<file path="src/rtl/alu_serial_ctrl_if.sv">
// Handshake and operand/result bundle for the bit-serial ALU sequencer.
// The master drives requests and operands; the slave (sequencer) returns the result and flags.
interface alu_serial_ctrl_if #(parameter int WIDTH = 32);
  logic             start_i;
  logic [WIDTH-1:0] src1_i;
  logic [WIDTH-1:0] src2_i;
  logic [3:0]       ctrl_i;
  logic             busy_o;
  logic             done_o;
  logic [WIDTH-1:0] result_o;
  logic             zero_o;
  logic             cout_o;
  logic             overflow_o;

  modport master (
    output start_i, src1_i, src2_i, ctrl_i,
    input  busy_o, done_o, result_o, zero_o, cout_o, overflow_o
  );

  modport slave (
    input  start_i, src1_i, src2_i, ctrl_i,
    output busy_o, done_o, result_o, zero_o, cout_o, overflow_o
  );
endinterface

</file>
<file path="src/rtl/alu_serial_ctrl.sv">
// Bit-serial ALU sequencer: one 1-bit ALU slice walked LSB to MSB, one bit per clock,
// with the carry held in a register between bits; reports result, zero, carry-out and overflow.
module alu_serial_ctrl #(
  parameter int WIDTH = 32
) (
  input  logic              clk_i,
  input  logic              rst_n,
  alu_serial_ctrl_if.slave  bus
);

  localparam int CW = $clog2(WIDTH);
  localparam logic [CW-1:0] LAST_BIT = CW'(WIDTH - 1);

  localparam logic [3:0] OP_AND = 4'b0000;
  localparam logic [3:0] OP_OR  = 4'b0001;
  localparam logic [3:0] OP_ADD = 4'b0010;
  localparam logic [3:0] OP_SUB = 4'b0110;
  localparam logic [3:0] OP_SLT = 4'b0111;
  localparam logic [3:0] OP_NOR = 4'b1100;

  typedef enum logic [1:0] {IDLE, RUN, FIN} state_t;

  typedef struct packed {
    logic       ainv;
    logic       binv;
    logic [1:0] op;
    logic       legal;
  } slice_ctl_t;

  function automatic slice_ctl_t decode(input logic [3:0] code);
    slice_ctl_t c;
    c = '{ainv: 1'b0, binv: 1'b0, op: 2'b00, legal: 1'b1};
    case (code)
      OP_AND:         c.op = 2'b00;
      OP_OR:          c.op = 2'b01;
      OP_ADD:         c.op = 2'b10;
      OP_SUB, OP_SLT: begin c.binv = 1'b1; c.op = 2'b10; end
      OP_NOR:         begin c.ainv = 1'b1; c.binv = 1'b1; c.op = 2'b00; end
      default:        c.legal = 1'b0;
    endcase
    return c;
  endfunction

  state_t           state, state_nxt;
  logic [WIDTH-1:0] a_q, b_q, shreg;
  logic [3:0]       ctrl_q;
  logic [CW-1:0]    cnt;
  logic             carry, carry_in31;
  slice_ctl_t       ctl, ctl_in;

  logic             a_bit, b_bit, sum_bit, cout_bit, res_bit;
  logic             ovf;
  logic [WIDTH-1:0] fin_result;
  logic             fin_cout, fin_ovf;

  assign ctl    = decode(ctrl_q);
  assign ctl_in = decode(bus.ctrl_i);

  // One ALU slice; the 'less' input is tied low, so op 11 yields 0.
  always_comb begin
    a_bit    = a_q[cnt] ^ ctl.ainv;
    b_bit    = b_q[cnt] ^ ctl.binv;
    sum_bit  = a_bit ^ b_bit ^ carry;
    cout_bit = (a_bit & b_bit) | (a_bit & carry) | (b_bit & carry);
    case (ctl.op)
      2'b00:   res_bit = a_bit & b_bit;
      2'b01:   res_bit = a_bit | b_bit;
      2'b10:   res_bit = sum_bit;
      default: res_bit = 1'b0;
    endcase
  end

  // Final result and flags, evaluated while in FIN once all bits are in the shift register.
  always_comb begin
    ovf        = carry_in31 ^ carry;
    fin_result = shreg;
    fin_cout   = 1'b0;
    fin_ovf    = 1'b0;
    if (!ctl.legal) begin
      fin_result = '0;
    end else if (ctrl_q == OP_SLT) begin
      fin_result = {{(WIDTH-1){1'b0}}, shreg[WIDTH-1] ^ ovf};
    end else if (ctrl_q == OP_ADD || ctrl_q == OP_SUB) begin
      fin_cout = carry;
      fin_ovf  = ovf;
    end
  end

  always_ff @(posedge clk_i or negedge rst_n) begin
    if (!rst_n) state <= IDLE;
    else        state <= state_nxt;
  end

  // NOTE: every output of a combinational block gets a default first, so no path infers a latch.
  always_comb begin
    state_nxt = state;
    case (state)
      IDLE:    if (bus.start_i) state_nxt = RUN;
      RUN:     if (cnt == LAST_BIT) state_nxt = FIN;
      FIN:     state_nxt = IDLE;
      default: state_nxt = IDLE;
    endcase
  end

  // NOTE: sequential state uses non-blocking assignments so every register samples pre-edge values.
  always_ff @(posedge clk_i or negedge rst_n) begin
    if (!rst_n) begin
      a_q            <= '0;
      b_q            <= '0;
      ctrl_q         <= '0;
      shreg          <= '0;
      cnt            <= '0;
      carry          <= 1'b0;
      carry_in31     <= 1'b0;
      bus.done_o     <= 1'b0;
      bus.result_o   <= '0;
      bus.zero_o     <= 1'b0;
      bus.cout_o     <= 1'b0;
      bus.overflow_o <= 1'b0;
    end else begin
      bus.done_o <= (state == FIN);
      case (state)
        IDLE: if (bus.start_i) begin
          a_q    <= bus.src1_i;
          b_q    <= bus.src2_i;
          ctrl_q <= bus.ctrl_i;
          cnt    <= '0;
          carry  <= ctl_in.binv;
        end
        RUN: begin
          shreg <= {res_bit, shreg[WIDTH-1:1]};
          carry <= cout_bit;
          cnt   <= cnt + 1'b1;
          if (cnt == LAST_BIT) carry_in31 <= carry;
        end
        FIN: begin
          bus.result_o   <= fin_result;
          bus.zero_o     <= (fin_result == '0);
          bus.cout_o     <= fin_cout;
          bus.overflow_o <= fin_ovf;
        end
        default: ;
      endcase
    end
  end

  assign bus.busy_o = (state != IDLE);

endmodule

</file>
<file path="src/flat_wrapper.sv">
// flat-port wrapper written by rule: the top's interface ports become plain ports
module alu_serial_ctrl_flat 
#(
  parameter int WIDTH = 32
)
  (clk_i, rst_n, bus_start_i, bus_src1_i, bus_src2_i, bus_ctrl_i, bus_busy_o, bus_done_o, bus_result_o, bus_zero_o, bus_cout_o, bus_overflow_o);
  alu_serial_ctrl_if #(.WIDTH(WIDTH)) bus_i ();
  input  logic clk_i;
  input  logic rst_n;
  input wire logic [$bits(bus_i.start_i)-1:0] bus_start_i;
  input wire logic [$bits(bus_i.src1_i)-1:0] bus_src1_i;
  input wire logic [$bits(bus_i.src2_i)-1:0] bus_src2_i;
  input wire logic [$bits(bus_i.ctrl_i)-1:0] bus_ctrl_i;
  output wire logic [$bits(bus_i.busy_o)-1:0] bus_busy_o;
  output wire logic [$bits(bus_i.done_o)-1:0] bus_done_o;
  output wire logic [$bits(bus_i.result_o)-1:0] bus_result_o;
  output wire logic [$bits(bus_i.zero_o)-1:0] bus_zero_o;
  output wire logic [$bits(bus_i.cout_o)-1:0] bus_cout_o;
  output wire logic [$bits(bus_i.overflow_o)-1:0] bus_overflow_o;
  assign bus_i.start_i = bus_start_i;
  assign bus_i.src1_i = bus_src1_i;
  assign bus_i.src2_i = bus_src2_i;
  assign bus_i.ctrl_i = bus_ctrl_i;
  assign bus_busy_o = bus_i.busy_o;
  assign bus_done_o = bus_i.done_o;
  assign bus_result_o = bus_i.result_o;
  assign bus_zero_o = bus_i.zero_o;
  assign bus_cout_o = bus_i.cout_o;
  assign bus_overflow_o = bus_i.overflow_o;
  alu_serial_ctrl #(.WIDTH(WIDTH)) u_core (.clk_i(clk_i), .rst_n(rst_n), .bus(bus_i));
endmodule
</file>
<file path="config.mk">
export PLATFORM = sky130hd
export DESIGN_NAME = alu_serial_ctrl_flat
export DESIGN_NICKNAME = d
export VERILOG_FILES = /design/src/rtl/alu_serial_ctrl_if.sv /design/src/rtl/alu_serial_ctrl.sv /design/src/flat_wrapper.sv
export SDC_FILE = /design/constraint.sdc
export NUM_CORES = 1
export LEC_CHECK = 0
export CORE_MARGIN = 2
export CORE_UTILIZATION = 53
export CTS_CLUSTER_SIZE = 24
export DETAILED_ROUTE_END_ITERATION = 12
export PLACE_DENSITY = 0.8
export SLEW_MARGIN = 25
export SYNTH_ARGS = -nofsm -noshare
export SYNTH_HDL_FRONTEND = slang
export SYNTH_SLANG_ARGS = --single-unit
</file>
<file path="constraint.sdc">
create_clock -name clk_i -period 3.7 [get_ports clk_i]
set_input_delay 0.925 -clock clk_i [delete_from_list [all_inputs] [get_ports clk_i]]
set_output_delay 0.925 -clock clk_i [all_outputs]
set_load 0.01 [all_outputs]
</file>
==> flow_summary.json, run 1 <==
{
  "ys_warn_count": 0,
  "syn_inst": 737,
  "crit_required_ns": 4.02,
  "cts-root-buf": "clkbuf_16",
  "routed_wl_microns": 14300,
  "setup-tns-final_ns": 0,
  "hold_viol_final": 0,
  "ys_types": 36,
  "die-width_microns": 114,
  "async_flop_share": 1.00,
  "r2r_cells": 10,
  "post-route-min-period_ns": 3.03,
  "holdBufCountCts": 0,
  "cts_tree": "done",
  "coreArea_sq_um": 12000,
  "cp-start-kind": "register",
  "grt_pass1_vias": 5160,
  "rr_endpoint": "u_core.shreg[31]$_DFFE_PN0P_",
  "clk_latency_ns": 0.42,
  "grt_pass1_wl_microns": 23700,
  "p_sw_w": 0.00239,
  "mostFrequentLayoutCell": "nand2_1",
  "p_int_w": 0.00405,
  "fill_cells": 955,
  "cp_max_fo": 8,
  "rsz0062_at_grt": "no",
  "r2r_slack_ns": 0.67,
  "ys_seq_area_frac": 0.563,
  "grt_overflow": 0,
  "post_route_cells_drive_above_1_share": 0.0593,
  "clkPwrFrac": 0.263,
  "skew_ns": 0.00915,
  "finalSetupViolations": 0,
  "crit_type": "register to register",
  "end_kind": "register",
  "ant_nets": 0,
  "clockBufferDepth": 2,
  "min_path_cells": 2,
  "antenna_found_initial": 0,
  "num_io_pins": 108,
  "p_comb_frac": 0.334,
  "areaGrowthSynthToFinish_pct": 27.3,
  "vias": 5237,
  "clkTransAtPathRegs_ns": 0.06,
  "cts.sinks": 145,
  "outcome": "finished clean",
  "start_util": 0.539,
  "pwr-share-seq": 0.402,
  "grt_start_max_net_pins": 77,
  "worstHoldStart": "u_core.b_q[7]$_DFFE_PN0P_",
  "hold_path_end": "u_core.b_q[7]$_DFFE_PN0P_",
  "layout_common_cells": "nand2_1 (372), dfrtp_1 (144), clkdlybuf4s50_1 (106)",
  "switching_share": 0.371,
  "worstMarginPinSlew_ns": 0.896,
  "cts_resized": 0,
  "drv_cap": 0,
  "post-route-util": 0.686,
  "gp_congestion": 0.841,
  "synth-seq-cells": 145,
  "drc_errors": 0,
  "dp_hpwl_microns": 9820,
  "gr-usage-all-layers": 0.232,
  "relSlewSlack": 0.399,
  "num_rows": 40,
  "cellLeakagePower_nw": 3.95,
  "worstPathArrival_ns": 3.35,
  "drtIter0Drc": 346,
  "synthFlopType": "dfrtp_1",
  "io_buffers": 107,
  "synth.avg_cell_area_sq_um": 8.75,
  "vias_per_cell": 5.29,
  "wire_per_inst_microns": 14.4,
  "syn-num-nets": 813,
  "synth_edf_count": 0,
  "synthesis.area_sq_um": 6450,
  "numCtsBuffers": 17,
  "finalCritPeriodShare": 0.820,
  "hp-class": "register to register",
  "nets": 906,
  "irDropWorstVdd_uv": 363,
  "dieArea_sq_um": 13100,
  "fmax_mhz": 330,
  "htreeDepth": 4,
  "timing.rr.start": "u_core.cnt[1]$_DFFE_PN0P_",
  "pwr_density_cell_nw_per_um2": 785,
  "n_antenna_cell": 0,
  "post_cts_buffers": 0,
  "drv_slew": 0,
  "drtPass1Iterations": 5,
  "die_h_microns": 114
}
[stage by stage]
stage / total power [W] / cell area, sq um / setup slack, ns / instances / hold slack [ns]
final: 0.00644 / 8200 / 0.667 / 990 / 0.475
after global routing: 0.00688 / 8200 / 0.395 / 990 / 0.502
after CTS: 0.00646 / 8200 / 0.630 / 990 / 0.477
after detailed placement: 0.00474 / 7610 / 0.693 / 958 / 0.463
after global placement: 0.00458 / 7610 / 0.983 / 958 / 0.458
after floorplan: 0.00411 / 6450 / 1.10 / 737 / 0.445
[flip-flops by register name (all words and copies together) (netlist names)]
| register | cells |
|---|---|
| u_core.bus.overflow_o | 1 |
| u_core.ctrl_q | 4 |
| u_core.carry_in31 | 1 |
| u_core.bus.zero_o | 1 |
| u_core.a_q | 32 |
| u_core.shreg | 32 |
| u_core.bus.result_o | 32 |
| u_core.bus.done_o | 1 |
| u_core.b_q | 32 |
| u_core.cnt | 5 |
| u_core.bus.cout_o | 1 |
| u_core.carry | 1 |
| u_core.state | 2 |
[cell families (layout without fill, tap and decap cells)]
family,Yosys count,count (layout),synth area share
AND/OR/NAND/NOR,419,419,0.258
flip-flops,145,145,0.563
AO/OA/AOI/OAI,80,80,0.0722
buffers and inverters,46,152,0.0322
multiplexers,35,35,0.0547
XOR/XNOR,7,7,0.00951
adder cells (fa/ha/maj),5,5,0.0109
[cell usage after synthesis, drive strengths merged, types with 3 or more instances]
| library cell | number | area [sq um] |
|---|---|---|
| and2 | 4 | 25.0 |
| nand3 | 3 | 15.0 |
| ha | 4 | 50.1 |
| a21oi | 10 | 50.1 |
| nor2 | 14 | 52.6 |
| xnor2 | 4 | 35.0 |
| mux2i | 33 | 330 |
| o21ai | 46 | 230 |
| nor2b | 5 | 31.3 |
| dfrtp | 145 | 3630 |
| xor2 | 3 | 26.3 |
| nand2 | 373 | 1400 |
| a22oi | 16 | 125 |
| clkbuf | 35 | 131 |
| nor4 | 9 | 68.8 |
| buf | 8 | 65.1 |
| nand2b | 5 | 31.3 |
[worst max-delay path, cell delays in order (launching register included)]
cell and delay (ns):
dfrtp_1 0.42, nor2b_1 0.56, a22oi_1 0.21, a211oi_1 0.32, nor4_2 0.11, xor2_1 0.20
fa_1 0.56, nor2_1 0.04, o21ai_0 0.17, a21oi_1 0.10, o31ai_1 0.24
[layer usage]
layer | vias to the layer above | global-route usage | share of wire | routed length, microns
met1 | 2506 | 0.280 | 0.42 | 6000
li1 | 2563 | - | - | -
met4 | 0 | 0.0789 | 0.017 | 249
met2 | 136 | 0.411 | 0.52 | 7430
met5 | - | 0 | 0 | 0
met3 | 32 | 0.0545 | 0.041 | 590
[worst max path at each step]
stage                                    startpoint                           end  cells past startpoint
after global placement    u_core.cnt[1]$_DFFE_PN0P_  u_core.shreg[31]$_DFFE_PN0P_                     10
after global routing      u_core.cnt[1]$_DFFE_PN0P_  u_core.shreg[31]$_DFFE_PN0P_                     10
after floorplan           u_core.cnt[0]$_DFFE_PN0P_  u_core.shreg[31]$_DFFE_PN0P_                     12
final                     u_core.cnt[1]$_DFFE_PN0P_  u_core.shreg[31]$_DFFE_PN0P_                     10
after detailed placement  u_core.cnt[1]$_DFFE_PN0P_  u_core.shreg[31]$_DFFE_PN0P_                     10
after CTS                 u_core.cnt[1]$_DFFE_PN0P_  u_core.shreg[31]$_DFFE_PN0P_                     10
[power groups by stage]
stage	sequential (W)	combinational, W	clock (W)
floorplan	0.00243	0.00168	0
global placement	0.00257	0.00201	0
detailed placement	0.00260	0.00214	0
CTS	0.00258	0.00217	0.00171
global route	0.00265	0.00244	0.00179
finish	0.00259	0.00215	0.00170
[layout make-up]
class | instances | area [sq um] | share of cell area
clock buffer | 21 | 460 | 0.0561
clock inverter | 11 | 130 | 0.0159
inverter | 3 | 11.3 | 0.00137
multi-input combinational | 546 | 2620 | 0.319
sequential | 145 | 3630 | 0.442
tap | 147 | 184 | 0.0224
timing repair buffer | 117 | 1170 | 0.143
No activity file was read; power rests on OpenSTA's default activity.
==> run 2: changes to the inputs <==
CORE_UTILIZATION = 48   (was 53)
PLACE_DENSITY = 0.76   (was 0.8)
clock period = 2.7 ns   (was 3.7 ns; I/O delays follow)
==> run 2 against run 1 <==
Global-route usage is 1.7 points lower. Final area is 2.7% higher. Sequential power is 39% higher. Power is 44% higher. Die area is 10% higher. Non-clock buffer count is 13 higher.
==> flow_summary.json, run 2 (synthesis results as in run 1) <==
{
  "ant_nets": 0,
  "numCtsBuffers": 17,
  "die_h_microns": 120,
  "gr-usage-all-layers": 0.215,
  "clkTransAtPathRegs_ns": 0.06,
  "final_cells": 1031,
  "timing.hold.ws_ns": 0.185,
  "finalCritPeriodShare": 0.996,
  "cts.sinks": 145,
  "grt_pass1_wl_microns": 24300,
  "cellLeakagePower_nw": 4.07,
  "vias": 5246,
  "vias_per_cell": 5.09,
  "finalSetupViolations": 0,
  "worstMarginPinSlew_ns": 0.515,
  "num_rows": 42,
  "cp_max_fo": 13,
  "post-place-ws_ns": -0.0737,
  "crit_path_max_incr_delay_ns": 0.55,
  "areaGrowthSynthToFinish_pct": 30.7,
  "wire_per_inst_microns": 13.9,
  "coreArea_sq_um": 13200,
  "worstPathArrival_ns": 3.02,
  "mostFrequentLayoutCell": "nand2_1",
  "antenna_found_initial": 0,
  "worst-path-buf-inv": 1,
  "layout_setup_ws_ns": 0.0121,
  "start_util": 0.489,
  "cts_tree": "done",
  "end_kind": "register",
  "drtIter0Drc": 364,
  "fmax_mhz": 372,
  "drv_slew": 0,
  "drc_errors": 0,
  "critPathTopFamily": "compound AO/OA/AOI/OAI gates",
  "crit_required_ns": 3.03,
  "grt_overflow": 0,
  "drv_cap": 0,
  "pwr_density_cell_nw_per_um2": 1100,
  "outcome": "finished clean",
  "hp-class": "input port to async pin",
  "nets": 919,
  "dieArea_sq_um": 14400,
  "n_antenna_cell": 0,
  "skew_ns": 0.00645,
  "relSlewSlack": 0.655,
  "hold_viol_final": 0,
  "path_cells": "buf_12, mux2i_1, a22oi_1, a21oi_1, nor4_2, xor2_1, fa_1, nor2_1, o21ai_1, a21oi_1, o31ai_1",
  "gp_congestion": 0.838,
  "cp_common_cell": "a21oi_1",
  "slowest_stage": "fa_1",
  "post-route-min-period_ns": 2.69,
  "grt_pass1_vias": 5169,
  "irDropWorstVdd_uv": 597,
  "die-width_microns": 120,
  "dp_cells": 999,
  "layout_common_cells": "nand2_1 (372), dfrtp_1 (143), clkdlybuf4s50_1 (106)",
  "routed_wl_microns": 14300,
  "num_io_pins": 108,
  "htreeDepth": 4,
  "io_buffers": 107,
  "grt_start_max_net_pins": 52,
  "rsz0062_at_grt": "yes",
  "drtPass1Iterations": 5,
  "cts-root-buf": "clkbuf_16",
  "post_route_cells_drive_above_1_share": 0.0760,
  "cp-start-kind": "register",
  "clk_latency_ns": 0.42,
  "dp_hpwl_microns": 10200,
  "clockBufferDepth": 2,
  "crit_type": "register to register"
}
==> run 2: cell types whose count changed in the layout (fill, tap and decap cells not counted), sizes merged <==
cell	previous run	this run
inv	4	2
clkbuf	21	20
clkinvlp	4	1
bufinv	2	5
clkinv	4	6
buf	11	24
==> run 2: what timing repair did <==
item,4_1_cts,5_1_grt
pin swaps,1,5
endpoints found under the setup margin,1,1
resized for setup,2,3
hold buffers,0,0
setup buffers,1,0
==> run 2: cell type report <==
| cell class | count | area (sq um) |
|---|---|---|
| timing repair buffer | 130 | 1310 |
| sequential | 145 | 3630 |
| fill | 1125 | 4760 |
| clock inverter | 11 | 186 |
| tap | 176 | 220 |
| inverter | 3 | 11.3 |
| clock buffer | 20 | 447 |
| multi-input combinational | 546 | 2620 |
==> run 2: per-layer routing <==
metal / track usage / wire, microns / up-vias
li1: - / - / 2581
met1: 0.259 / 6100 / 2499
met2: 0.370 / 7240 / 136
met3: 0.0504 / 601 / 30
met4: 0.0912 / 367 / 0
met5: 0 / 0 / -
==> run 2: metrics by stage <==
stage	utilization	total power [W]	setup TNS, ns	instance area [sq um]
4_1_cts	0.638	0.00931	0	8420
6_report	0.639	0.00927	0	8430
2_1_floorplan	-	0.00564	0	6450
3_5_place_dp	0.590	0.00670	-0.0737	7780
3_3_place_gp	0.590	0.00653	-0.00950	7780
5_1_grt	0.639	0.00991	-0.149	8430
==> run 2: path summary, 6_finish.rpt <==
path	slack, ns	start	cells after the start	to
max	0.01	u_core.cnt[0]$_DFFE_PN0P_	11	u_core.shreg[31]$_DFFE_PN0P_
max in group asynchronous	1.80	rst_n	2	u_core.bus.result_o[1]$_DFFE_PN0P_
min in group clk_i	0.48	u_core.bus.result_o[26]$_DFFE_PN0P_	2	u_core.bus.result_o[26]$_DFFE_PN0P_
min reg2reg	0.48	u_core.bus.result_o[26]$_DFFE_PN0P_	2	u_core.bus.result_o[26]$_DFFE_PN0P_
min	0.18	rst_n	1	u_core.bus.done_o$_DFF_PN0_
max reg2reg	0.01	u_core.cnt[0]$_DFFE_PN0P_	11	u_core.shreg[31]$_DFFE_PN0P_
==> run 2: where the power goes <==
group          switching [W]  total, W  internal, W
sequential          0.000669   0.00359      0.00292
combinational        0.00173   0.00316      0.00143
clock               0.000864   0.00251      0.00165
==> run 3: changes to the inputs <==
CORE_MARGIN = unset   (was 2)
==> run 3 against run 2 <==
Hold slack improved by 0.065 ns. Count of clock-buffer cells in the layout unchanged. Clock power increased by 4%. Register-to-register slack about the same. Clock skew about the same. Sequential share of layout area decreased by 0.66 points. Setup slack got worse by 0.011 ns. Power increased by 3.1%. Critical endpoint unchanged.
==> flow_summary.json, run 3 (synthesis results as in run 1) <==
{
  "rsz0062_at_grt": "yes",
  "mostFrequentLayoutCell": "nand2_1",
  "dieArea_sq_um": 13900,
  "htreeDepth": 4,
  "slowest_stage": "fa_1",
  "routed_wl_microns": 14800,
  "cellLeakagePower_nw": 4.11,
  "layout_common_cells": "nand2_1 (372), dfrtp_1 (143), clkdlybuf4s50_1 (106)",
  "final_area_sq_um": 8560,
  "grt_pass1_wl_microns": 25100,
  "areaGrowthSynthToFinish_pct": 32.7,
  "holdBufCountCts": 0,
  "cts.sinks": 145,
  "crit_path_max_incr_delay_ns": 0.50,
  "cts_tree": "done",
  "num_rows": 41,
  "clockBufferDepth": 2,
  "finalSetupViolations": 0,
  "fmax_mhz": 371,
  "gp_congestion": 0.937,
  "hp-class": "input port to async pin",
  "worst-path-buf-inv": 2,
  "crit_type": "register to register",
  "num_io_pins": 108,
  "drc_errors": 0,
  "numCtsBuffers": 17,
  "drv_slew": 0,
  "worstMarginPinSlew_ns": 0.621,
  "hold_viol_final": 0,
  "start_util": 0.501,
  "vias": 5357,
  "setup-tns-final_ns": 0,
  "grt_pass1_vias": 5281,
  "io_buffers": 107,
  "post_route_cells_drive_above_1_share": 0.0988,
  "multi_input_area_sq_um": 2710,
  "gr-usage-all-layers": 0.228,
  "drtPass1Iterations": 5,
  "fill_cells": 1021,
  "clk_latency_ns": 0.42,
  "post-route-min-period_ns": 2.70,
  "irDropWorstVdd_uv": 520,
  "outcome": "finished clean",
  "relSlewSlack": 0.583,
  "cp_common_cell": "buf_4",
  "drv_cap": 0,
  "path_cells": "buf_4, mux2i_1, a22oi_2, a21oi_2, nor4_2, buf_4, xnor2_2, fa_1, nor2_1, o21ai_1, a21oi_1, o31ai_1",
  "drtIter0Drc": 286,
  "grt_overflow": 0,
  "end_kind": "register",
  "dp_hpwl_microns": 10400,
  "ant_nets": 0,
  "antenna_found_initial": 0,
  "nets": 923,
  "pwr_density_cell_nw_per_um2": 1120,
  "n_antenna_cell": 0,
  "critPathTopFamily": "compound AO/OA/AOI/OAI gates",
  "wire_per_inst_microns": 14.4,
  "grt_start_max_net_pins": 64,
  "die-width_microns": 118,
  "clkTransAtPathRegs_ns": 0.06,
  "cp_max_fo": 4,
  "vias_per_cell": 5.19,
  "worstPathArrival_ns": 3.03,
  "cts-root-buf": "clkbuf_16",
  "cp-start-kind": "register",
  "placed_area_sq_um": 7750,
  "coreArea_sq_um": 12900,
  "crit_required_ns": 3.03,
  "die_h_microns": 118,
  "finalCritPeriodShare": 1.00,
  "skew_ns": 0.00640,
  "seq_area_sq_um": 3630
}
run 3: metal layers:
metal / up-vias / part of all wire / wire (microns) / global-route usage
met1: 2547 / 0.43 / 6340 / 0.278
li1: 2595 / - / - / -
met4: 0 / 0.028 / 414 / 0.102
met2: 173 / 0.50 / 7400 / 0.383
met5: - / 0 / 0 / 0
met3: 42 / 0.046 / 688 / 0.0572
run 3: final timing paths:
check | end | from | slack [ns] | depth (start not counted)
worst max-delay path | u_core.shreg[31]$_DFFE_PN0P_ | u_core.cnt[0]$_DFFE_PN0P_ | 0.001 | 12
worst min-delay path | u_core.bus.result_o[29]$_DFFE_PN0P_ | rst_n | 0.25 | 1
worst max register to register | u_core.shreg[31]$_DFFE_PN0P_ | u_core.cnt[0]$_DFFE_PN0P_ | 0.001 | 12
worst min register to register | u_core.bus.result_o[19]$_DFFE_PN0P_ | u_core.bus.result_o[19]$_DFFE_PN0P_ | 0.48 | 2
max in group asynchronous | u_core.bus.result_o[2]$_DFFE_PN0P_ | rst_n | 1.73 | 2
min in group clk_i | u_core.bus.result_o[19]$_DFFE_PN0P_ | u_core.bus.result_o[19]$_DFFE_PN0P_ | 0.48 | 2
run 3: repair_timing:
item	CTS	global route
endpoints found under the setup margin	1	1
pin swaps	2	14
setup buffers	4	3
gates resized for setup	7	16
run 3: final cells by class:
type	instances	area share
Clock inverter	12	0.0238
Multi-Input combinational cell	546	0.316
Timing Repair Buffer	134	0.156
Tap cell	172	0.0251
Sequential cell	145	0.424
Clock buffer	20	0.0534
Inverter	3	0.00132
run 3: power by group:
group	total (W)	internal, W	switching, W
registers	0.00360	0.00292	0.000681
clock network	0.00260	0.00169	0.000903
logic	0.00336	0.00152	0.00184
total	0.00955	0.00613	0.00342
run 3: worst reg2reg max path, stage by stage, from the launching register on:
cell	delay (ns)
dfrtp_2	0.46
buf_4	0.18
mux2i_1	0.13
a22oi_2	0.23
a21oi_2	0.09
nor4_2	0.31
buf_4	0.18
xnor2_2	0.08
fa_1	0.50
nor2_1	0.04
o21ai_1	0.12
a21oi_1	0.08
o31ai_1	0.22
run 3: stage by stage:
stage | instances | worst slack [ns] | hold WS (ns) | util | power [W]
after floorplan | 737 | 0.0993 | 0.379 | - | 0.00564
after global placement | 994 | 0.00411 | 0.460 | 0.602 | 0.00647
after detailed placement | 994 | -0.0813 | 0.467 | 0.602 | 0.00665
after global routing | 1032 | -0.138 | 0.284 | 0.665 | 0.0102
after CTS | 1030 | 0.0337 | 0.257 | 0.657 | 0.00941
final | 1032 | 0.00127 | 0.249 | 0.665 | 0.00955
